### src/rtl/cash_reg_feeder.sv
// cash_reg_feeder
//   Upstream stage of the cash register. Scanner prices are buffered in a
//   valid/ready FIFO and fed to the register one at a time while the A/T/C
//   controls are sequenced: ITEM_CYC cycles of A per item, TOT_CYC cycles of
//   T for a total display, and a single-cycle C to clear. A shadow running
//   sum with a sticky overflow flag mirrors what the register should total.
//
// Ports
//   Clock     in   rising-edge clock
//   Resetn    in   synchronous active-low reset
//   InValid   in   scanner offers InData
//   InData    in   item price (W bits)
//   InReady   out  FIFO not full; forced low while Resetn=0
//   EndSale   in   pulse: request total display (latched)
//   ClearReq  in   pulse: request register clear (latched)
//   A         out  register "add next X"
//   X         out  price presented to the register (registered)
//   T         out  register "display total"
//   C         out  register "clear total"
//   Sum       out  shadow running total, mod 2^W
//   Ovf       out  sticky: Sum has wrapped since last clear
//   ItemCount out  items dispatched since clear, saturating
//   Busy      out  sequencer not idle, or FIFO holds items
module cash_reg_feeder #(
  parameter int unsigned W        = 4,
  parameter int unsigned DEPTH    = 4,
  parameter int unsigned ITEM_CYC = 3,
  parameter int unsigned TOT_CYC  = 2,
  parameter int unsigned CW       = 8
) (
  input  logic          Clock,
  input  logic          Resetn,
  input  logic          InValid,
  input  logic [W-1:0]  InData,
  output logic          InReady,
  input  logic          EndSale,
  input  logic          ClearReq,
  output logic          A,
  output logic [W-1:0]  X,
  output logic          T,
  output logic          C,
  output logic [W-1:0]  Sum,
  output logic          Ovf,
  output logic [CW-1:0] ItemCount,
  output logic          Busy
);

  localparam int unsigned AW   = (DEPTH > 1) ? $clog2(DEPTH) : 1;
  localparam int unsigned MAXC = (ITEM_CYC > TOT_CYC) ? ITEM_CYC : TOT_CYC;
  localparam int unsigned KW   = (MAXC > 1) ? $clog2(MAXC) : 1;

  typedef enum logic [2:0] {
    IDLE,
    ITEM,
    TOTAL,
    SHOW,
    CLEAR
  } state_t;

  state_t         state, state_nx;
  logic [W-1:0]   mem [DEPTH];
  logic [AW-1:0]  rd_ptr, wr_ptr;
  logic [AW:0]    count;
  logic           end_pend, clr_pend;
  logic [KW-1:0]  cyc;
  logic           full, empty, push, pop;
  logic           cyc_rst, end_take, clr_done;
  logic [W:0]     add;

  assign full    = (count == (AW+1)'(DEPTH));
  assign empty   = (count == '0);
  assign InReady = Resetn & ~full;
  assign push    = InValid & InReady;
  assign Busy    = (state != IDLE) | ~empty;

  // Sum plus the word at the head of the FIFO; the carry feeds Ovf.
  assign add = {1'b0, Sum} + {1'b0, mem[rd_ptr]};

  always_comb begin
    state_nx = state;
    pop      = 1'b0;
    cyc_rst  = 1'b0;
    end_take = 1'b0;
    clr_done = 1'b0;
    A        = 1'b0;
    T        = 1'b0;
    C        = 1'b0;
    case (state)
      IDLE: begin
        if (clr_pend) begin
          state_nx = CLEAR;
        end else if (!empty) begin
          pop      = 1'b1;
          cyc_rst  = 1'b1;
          state_nx = ITEM;
        end else if (end_pend) begin
          end_take = 1'b1;
          cyc_rst  = 1'b1;
          state_nx = TOTAL;
        end
      end
      ITEM: begin
        A = 1'b1;
        if (cyc == KW'(ITEM_CYC - 1)) begin
          // Chain straight into the next item so A never drops between them.
          if (!empty && !clr_pend) begin
            pop     = 1'b1;
            cyc_rst = 1'b1;
          end else begin
            state_nx = IDLE;
          end
        end
      end
      TOTAL: begin
        T = 1'b1;
        if (cyc == KW'(TOT_CYC - 1)) state_nx = SHOW;
      end
      SHOW: begin
        if (clr_pend) state_nx = CLEAR;
      end
      CLEAR: begin
        C        = 1'b1;
        clr_done = 1'b1;
        state_nx = IDLE;
      end
      default: state_nx = IDLE;
    endcase
  end

  // Storage is not reset; a reset flushes the FIFO through its pointers.
  always_ff @(posedge Clock) begin
    if (push) mem[wr_ptr] <= InData;
  end

  always_ff @(posedge Clock) begin
    if (!Resetn) begin
      state     <= IDLE;
      rd_ptr    <= '0;
      wr_ptr    <= '0;
      count     <= '0;
      end_pend  <= 1'b0;
      clr_pend  <= 1'b0;
      cyc       <= '0;
      X         <= '0;
      Sum       <= '0;
      Ovf       <= 1'b0;
      ItemCount <= '0;
    end else begin
      state    <= state_nx;
      end_pend <= (end_pend & ~end_take) | EndSale;
      clr_pend <= (clr_pend & ~clr_done) | ClearReq;

      if (cyc_rst)                            cyc <= '0;
      else if (state == ITEM || state == TOTAL) cyc <= cyc + 1'b1;

      if (push) wr_ptr <= wr_ptr + 1'b1;

      case ({push, pop})
        2'b10:   count <= count + 1'b1;
        2'b01:   count <= count - 1'b1;
        default: count <= count;
      endcase

      if (pop) begin
        X      <= mem[rd_ptr];
        rd_ptr <= rd_ptr + 1'b1;
        Sum    <= add[W-1:0];
        Ovf    <= Ovf | add[W];
        if (ItemCount != '1) ItemCount <= ItemCount + 1'b1;
      end

      if (clr_done) begin
        Sum       <= '0;
        Ovf       <= 1'b0;
        ItemCount <= '0;
      end
    end
  end

endmodule

### config.mk
export PLATFORM = sky130hd
export DESIGN_NAME = cash_reg_feeder
export DESIGN_NICKNAME = d
export VERILOG_FILES = /design/src/rtl/cash_reg_feeder.sv
export SDC_FILE = /design/constraint.sdc
export NUM_CORES = 1
export LEC_CHECK = 0
export ABC_AREA = 1
export BUFFER_PORTS_ARGS = -buffer_cell sky130_fd_sc_hd__buf_4
export CAP_MARGIN = 20
export CORE_MARGIN = 4
export CORE_UTILIZATION = 30
export CTS_CLUSTER_DIAMETER = 200
export DETAILED_ROUTE_END_ITERATION = 10
export PLACE_DENSITY_LB_ADDON = 0.08
export SYNTH_ARGS = -nofsm -noshare
export SYNTH_HDL_FRONTEND = slang
export SYNTH_SLANG_ARGS = --single-unit
### constraint.sdc
create_clock -name Clock -period 2.7 [get_ports Clock]
set_clock_uncertainty 0.2 [all_clocks]
set_input_delay 0 -clock Clock [delete_from_list [all_inputs] [get_ports Clock]]
set_output_delay 0 -clock Clock [all_outputs]
set_load 0.02 [all_outputs]
Word level (Yosys, flattened, before mapping). Memory sizes are Yosys's and may differ from the RTL's. A register that Yosys moved wholly into a read port is not among the register bits. Cells that the tools add are included.

Output and inout bits: 22. Word-level logic and storage cells: 87. Memory bits (writable): 16. Memories kept: 1. Bits of input ports: 9. Register bits after elaboration: 31.

Memories: mem (depth 4, bits a word 4, rd ports 1, clocked after Yosys merged registers in 1, wr ports 1, RTL line 61) `logic [W-1:0] mem [DEPTH];`.

Equality and inequality tests: 15. Add/subtract/negate cells: 7. Reductions and logical operators: 12. Mux-type cells: 28. Bitwise gates (word level): 13.

Operators by type and width (count): 3-bit two-way mux (7); 1-bit two-way mux (15); 3-bit one-hot mux with 4 select lines (1); 8-bit by 1-bit adder with 8-bit output (second input constant) (1); 2-bit != test (second input constant) (4); 8-bit != test (second input constant) (1); 2-bit by 1-bit adder with 2-bit output (second input constant) (3); 3-bit by 2-bit == test with 1-bit output (second input constant) (2); 3-bit == test (second input constant) (2); 3-bit zero test (2); 3-bit one-hot mux with 2 select lines (1); 4-bit by 4-bit adder with 5-bit output (1); 1-bit NOT (5); 5-bit AND reduction (1); 1-bit AND (4); 2-bit by 1-bit == test with 1-bit output (second input constant) (2); 2-bit == test (second input constant) (2); 2-bit two-way mux (2); 4-bit != test (second input constant) (1); 1-bit bitwise OR (4); 1-bit one-hot mux with 2 select lines (2); 2-bit OR reduction (2); 3-bit by 1-bit adder with 3-bit output (second input constant) (1); 3-bit by 1-bit == test with 1-bit output (second input constant) (1); 7 further kinds (8).

Depth between registers and ports, before layout.
Word-level depth: 8. Mapped depth: 14. Depth with buffers taken out: 13.

Least setup slack after synthesis. OpenSTA, ideal clock, no wires.

Kind: register -> register. Start: register count[0]. End: register count[2]. Data arrival time: 2.126 ns. Slack: 0.255 ns. Buffers on the path: 0. Data required time: 2.381 ns. Setup time: 0.119 ns. Clock period less this slack: 2.445 ns. Stages on the path, launching flop included: 9. Path through: dfxtp_1 nor2_1 a21oi_1 nand2_1 ha_1 fa_1 o21a_1 o21ai_0 a21oi_1.

Elaborated cells between the ends (all ways): 18.

RTL lines: start, declared (RTL line 63) `logic [AW:0] count;`; start signal, assigned (RTL line 159) `2'b10: count <= count + 1'b1;`; start signal, assigned (RTL line 160) `2'b01: count <= count - 1'b1;`; start signal, assigned (RTL line 161) `default: count <= count;`; 3-bit == test (*) (RTL line 70) `assign full = (count == (AW+1)'(DEPTH));`; 1-bit NOT (*) (RTL line 72) `assign InReady = Resetn & ~full;`; 1-bit AND (*) (RTL line 72); named net InReady (RTL line 35) `output logic InReady,`; 1-bit AND (*) (RTL line 73) `assign push = InValid & InReady;`; 2-bit by 1-bit == test with 1-bit output / 2-bit == test (equally long branches) (RTL line 158) `case ({push, pop})`; 3-bit one-hot mux with 2 select lines / 2-bit nonzero test (equally long branches).

Mark *: on every way through the listed nets, which the timed path passes. The rest lies on a longest branch. A chain may end at the register's enable or synchronous reset.

Final worst setup path.
Start: input port Resetn. End: register count[2].

Word-level cells in the longest chain between the ends: 4. Elaborated cells between the ends (all ways): 6.

Ends and longest elaborated chain: start, declared (RTL line 32) `input logic Resetn,`; 1-bit AND (RTL line 72); 1-bit AND (RTL line 73); 2-bit by 1-bit == test with 1-bit output / 2-bit == test (equally long branches) (RTL line 158); 3-bit one-hot mux with 2 select lines / 2-bit nonzero test (equally long branches).

Parallel ways exist; a longest one is shown, timed or not.

==> impl_metrics.env <==
export IMPL_setup_violations=0
export IMPL_status="finished, final reports clean"
export IMPL_clock_path_buffers=2
export IMPL_ys_seq_area_frac=0.485
export IMPL_synth_seq_cells=49
export IMPL_hold_end="mem[1][3]"
export IMPL_cts_sinks=49
export IMPL_reg2reg_to="count[2]"
export IMPL_power_density_nw_per_um2=905
export IMPL_cpMostUsedCell="a21oi_1"
export IMPL_ctsResizeCount=0
export IMPL_power_share_sequential=0.391
export IMPL_dp_hpwl_mm=3.62
export IMPL_wl_per_cell_um=11.7
export IMPL_die_w_um=96.6
export IMPL_min_path_cells=2
export IMPL_cap_violations=0
export IMPL_ys_warn_count=0
export IMPL_diodes=0
export IMPL_cts_buffers=5
export IMPL_ir_drop_uv=248
export IMPL_synth_distinct_cells=32
export IMPL_layout_commonest_cell="nand2_1"
export IMPL_nFillCells=830
export IMPL_htreeDepth=2
export IMPL_swShare=0.417
export IMPL_critical_path_cell_chain="dlygate4sd3_1 -> buf_4 -> inv_1 -> a21oi_1 -> nand2_1 -> ha_1 -> fa_1 -> a21oi_1 -> o21a_1 -> o21ai_0 -> a21oi_1"
export IMPL_via_per_inst=4.43
export IMPL_rows=32
export IMPL_synth_top_area_frac=0.281
export IMPL_hold_viol=0
export IMPL_wirelength_mm=5.02
export IMPL_min_path_type="primary input to register"
export IMPL_ioPinCount=31
export IMPL_fin_crit_sh=0.873
export IMPL_p_leak_nw=1.22
export IMPL_grt_max_degree=24
export IMPL_setup_tns_final_ns=0
export IMPL_cp_max_fo=15
export IMPL_crit_required_ns=2.74
export IMPL_worst_setup_path_type="primary input to register"
export IMPL_die_y_um=96.6
export IMPL_rsz0062_at_grt="false"
export IMPL_timing_hold_ws_ns=0.242
export IMPL_grt_usage=0.112
export IMPL_fmax_mhz=424
export IMPL_nets=349
export IMPL_ant_nets=0
export IMPL_root_buffer="clkbuf_8"
export IMPL_synth_area_um2=2350
export IMPL_gp_congestion=0.767
export IMPL_ctsHoldBuffers=10
export IMPL_slew_viol_final=0
export IMPL_design_core_area_um2=7690
export IMPL_synth_avg_cell_area_um2=8.35
export IMPL_drive_above_1_share=0.153
export IMPL_cp_slowest_cell="dlygate4sd3_1"
export IMPL_cp_slowest_stage_delay_ns=0.52
export IMPL_power_switching_mw=1.08
export IMPL_grt_pass1_wl_mm=8.05
export IMPL_r2r_start="state[1]"
export IMPL_hp_start="InData[3]"
export IMPL_final_cell_mix="nand2_1 (47), nor2_1 (45), dfxtp_1 (33)"
export IMPL_drc=0
export IMPL_port_buffers=30
export IMPL_start_util=0.306
export IMPL_r2r_cells=11
export IMPL_fin_util=0.374
export IMPL_worst_ep_arrival_time_ns=2.40
export IMPL_internal_power_mw=1.52
export IMPL_grt_pass1_vias=1685
export IMPL_post_cts_buffers=0
export IMPL_end_kind="register"
export IMPL_overflow=0
export IMPL_comb_power_share=0.440
export IMPL_worstMarginPinSlew_ns=0.468
export IMPL_area_delta_synth_final_pct=22.1
export IMPL_syn_instance_count=282
export IMPL_worstSetupStartpointType="primary input"
export IMPL_max_slew_margin_rel=0.687
export IMPL_antenna_found_initial=0
export IMPL_drt_iter0_markers=70
export IMPL_clk_latency_ns=0.31
export IMPL_die_area_um2=9330
export IMPL_yosys_area_top_type="dfxtp_1"
export IMPL_syn_nets=305
export IMPL_clkPwrFrac=0.169
export IMPL_r2r_slack_ns=0.41
export IMPL_path_clk_slew_ns=0.09
export IMPL_tritoncts="yes"
export IMPL_synthTopCellsByArea="dfxtp_1 (28%), edfxtp_1 (20%), nand2_1 (7.5%)"
export IMPL_vias=1900
export IMPL_drtPass1Iterations=4
export IMPL_period_minus_slack_ns=2.36
[cell usage after synthesis]
library cell / count
nand3b_1: 2
ha_1: 12
edfxtp_1: 16
o22ai_1: 2
nor2_4: 1
clkbuf_1: 2
nor2_1: 45
inv_1: 32
dfxtp_1: 33
inv_2: 2
a21oi_1: 24
buf_6: 2
or2_2: 1
nand2_4: 1
nor3_1: 2
buf_2: 1
o21ai_1: 3
nand3_1: 20
mux2i_1: 1
nand4_2: 1
o2111ai_1: 1
nand3_2: 1
o21a_1: 1
nand2_2: 1
o21ai_0: 16
a32oi_1: 1
nand4_1: 1
xor2_1: 3
fa_1: 2
nand2_1: 47
nor2_2: 3
xnor2_1: 2
[power by group through the flow]
| stage | combinational [mW] | clock [mW] | sequential (mW) |
|---|---|---|---|
| floorplan | 0.769 | 0 | 1.07 |
| global placement | 1.14 | 0 | 1.04 |
| detailed placement | 1.14 | 0 | 1.04 |
| CTS | 1.16 | 0.461 | 1.02 |
| global route | 1.30 | 0.491 | 1.04 |
| finish | 1.14 | 0.440 | 1.02 |
[worst max-delay path by stage]
stage | start | endpoint | cells past startpoint
2_1_floorplan | count[0] | count[2] | 8
3_3_place_gp | state[1] | count[2] | 11
3_5_place_dp | state[1] | count[2] | 11
4_1_cts | Resetn | count[2] | 11
5_1_grt | Resetn | count[2] | 11
6_report | Resetn | count[2] | 11
[metrics by stage]
step	cells	total power, mW	area [um2]	setup slack [ns]
floorplan	282	1.84	2350	0.255
global placement	411	2.18	2690	0.464
detailed placement	411	2.18	2690	0.443
CTS	429	2.64	2870	0.333
global route	429	2.83	2870	0.0699
finish	429	2.60	2870	0.344
[routing by layer]
layer | track usage | part of all wire | vias up
met5 | 0 | 0 | -
met2 | 0.167 | 0.44 | 28
met3 | 0.0294 | 0.041 | 6
li1 | - | - | 1010
met1 | 0.156 | 0.51 | 856
met4 | 0.0421 | 0.015 | 0
[flip-flops by register name, indices dropped and copies added, names as in the netlist, named ones only]
register / cells
count: 3
end_pend: 1
Sum: 4
rd_ptr: 2
state: 3
X: 4
cyc: 2
ItemCount: 8
mem: 16
Ovf: 1
wr_ptr: 2
clr_pend: 1
[critical path, delay by kind of cell]
kind,cells,cell delay (ns)
compound gates,5,0.63
fa+ha+maj,2,0.68
buf+inv,3,0.86
simple gates,1,0.21
[kinds of logic after synthesis]
family,Yosys count,share of synthesized area
fa+ha+maj,14,0.0808
mux,1,0.00425
xor+xnor,5,0.0186
compound gates,48,0.107
simple gates,126,0.235
buf+inv,39,0.0691
flops,49,0.485
[layout make-up]
class / count / area, um2 / area share
sequential: 49 / 1140 / 0.397
multi-input combinational: 194 / 1050 / 0.365
timing repair buffer: 42 / 340 / 0.118
inverter: 34 / 128 / 0.0444
tap: 102 / 128 / 0.0444
clock buffer: 6 / 72.6 / 0.0253
clock inverter: 2 / 13.8 / 0.00479
Power figures use the tool's default switching activity.
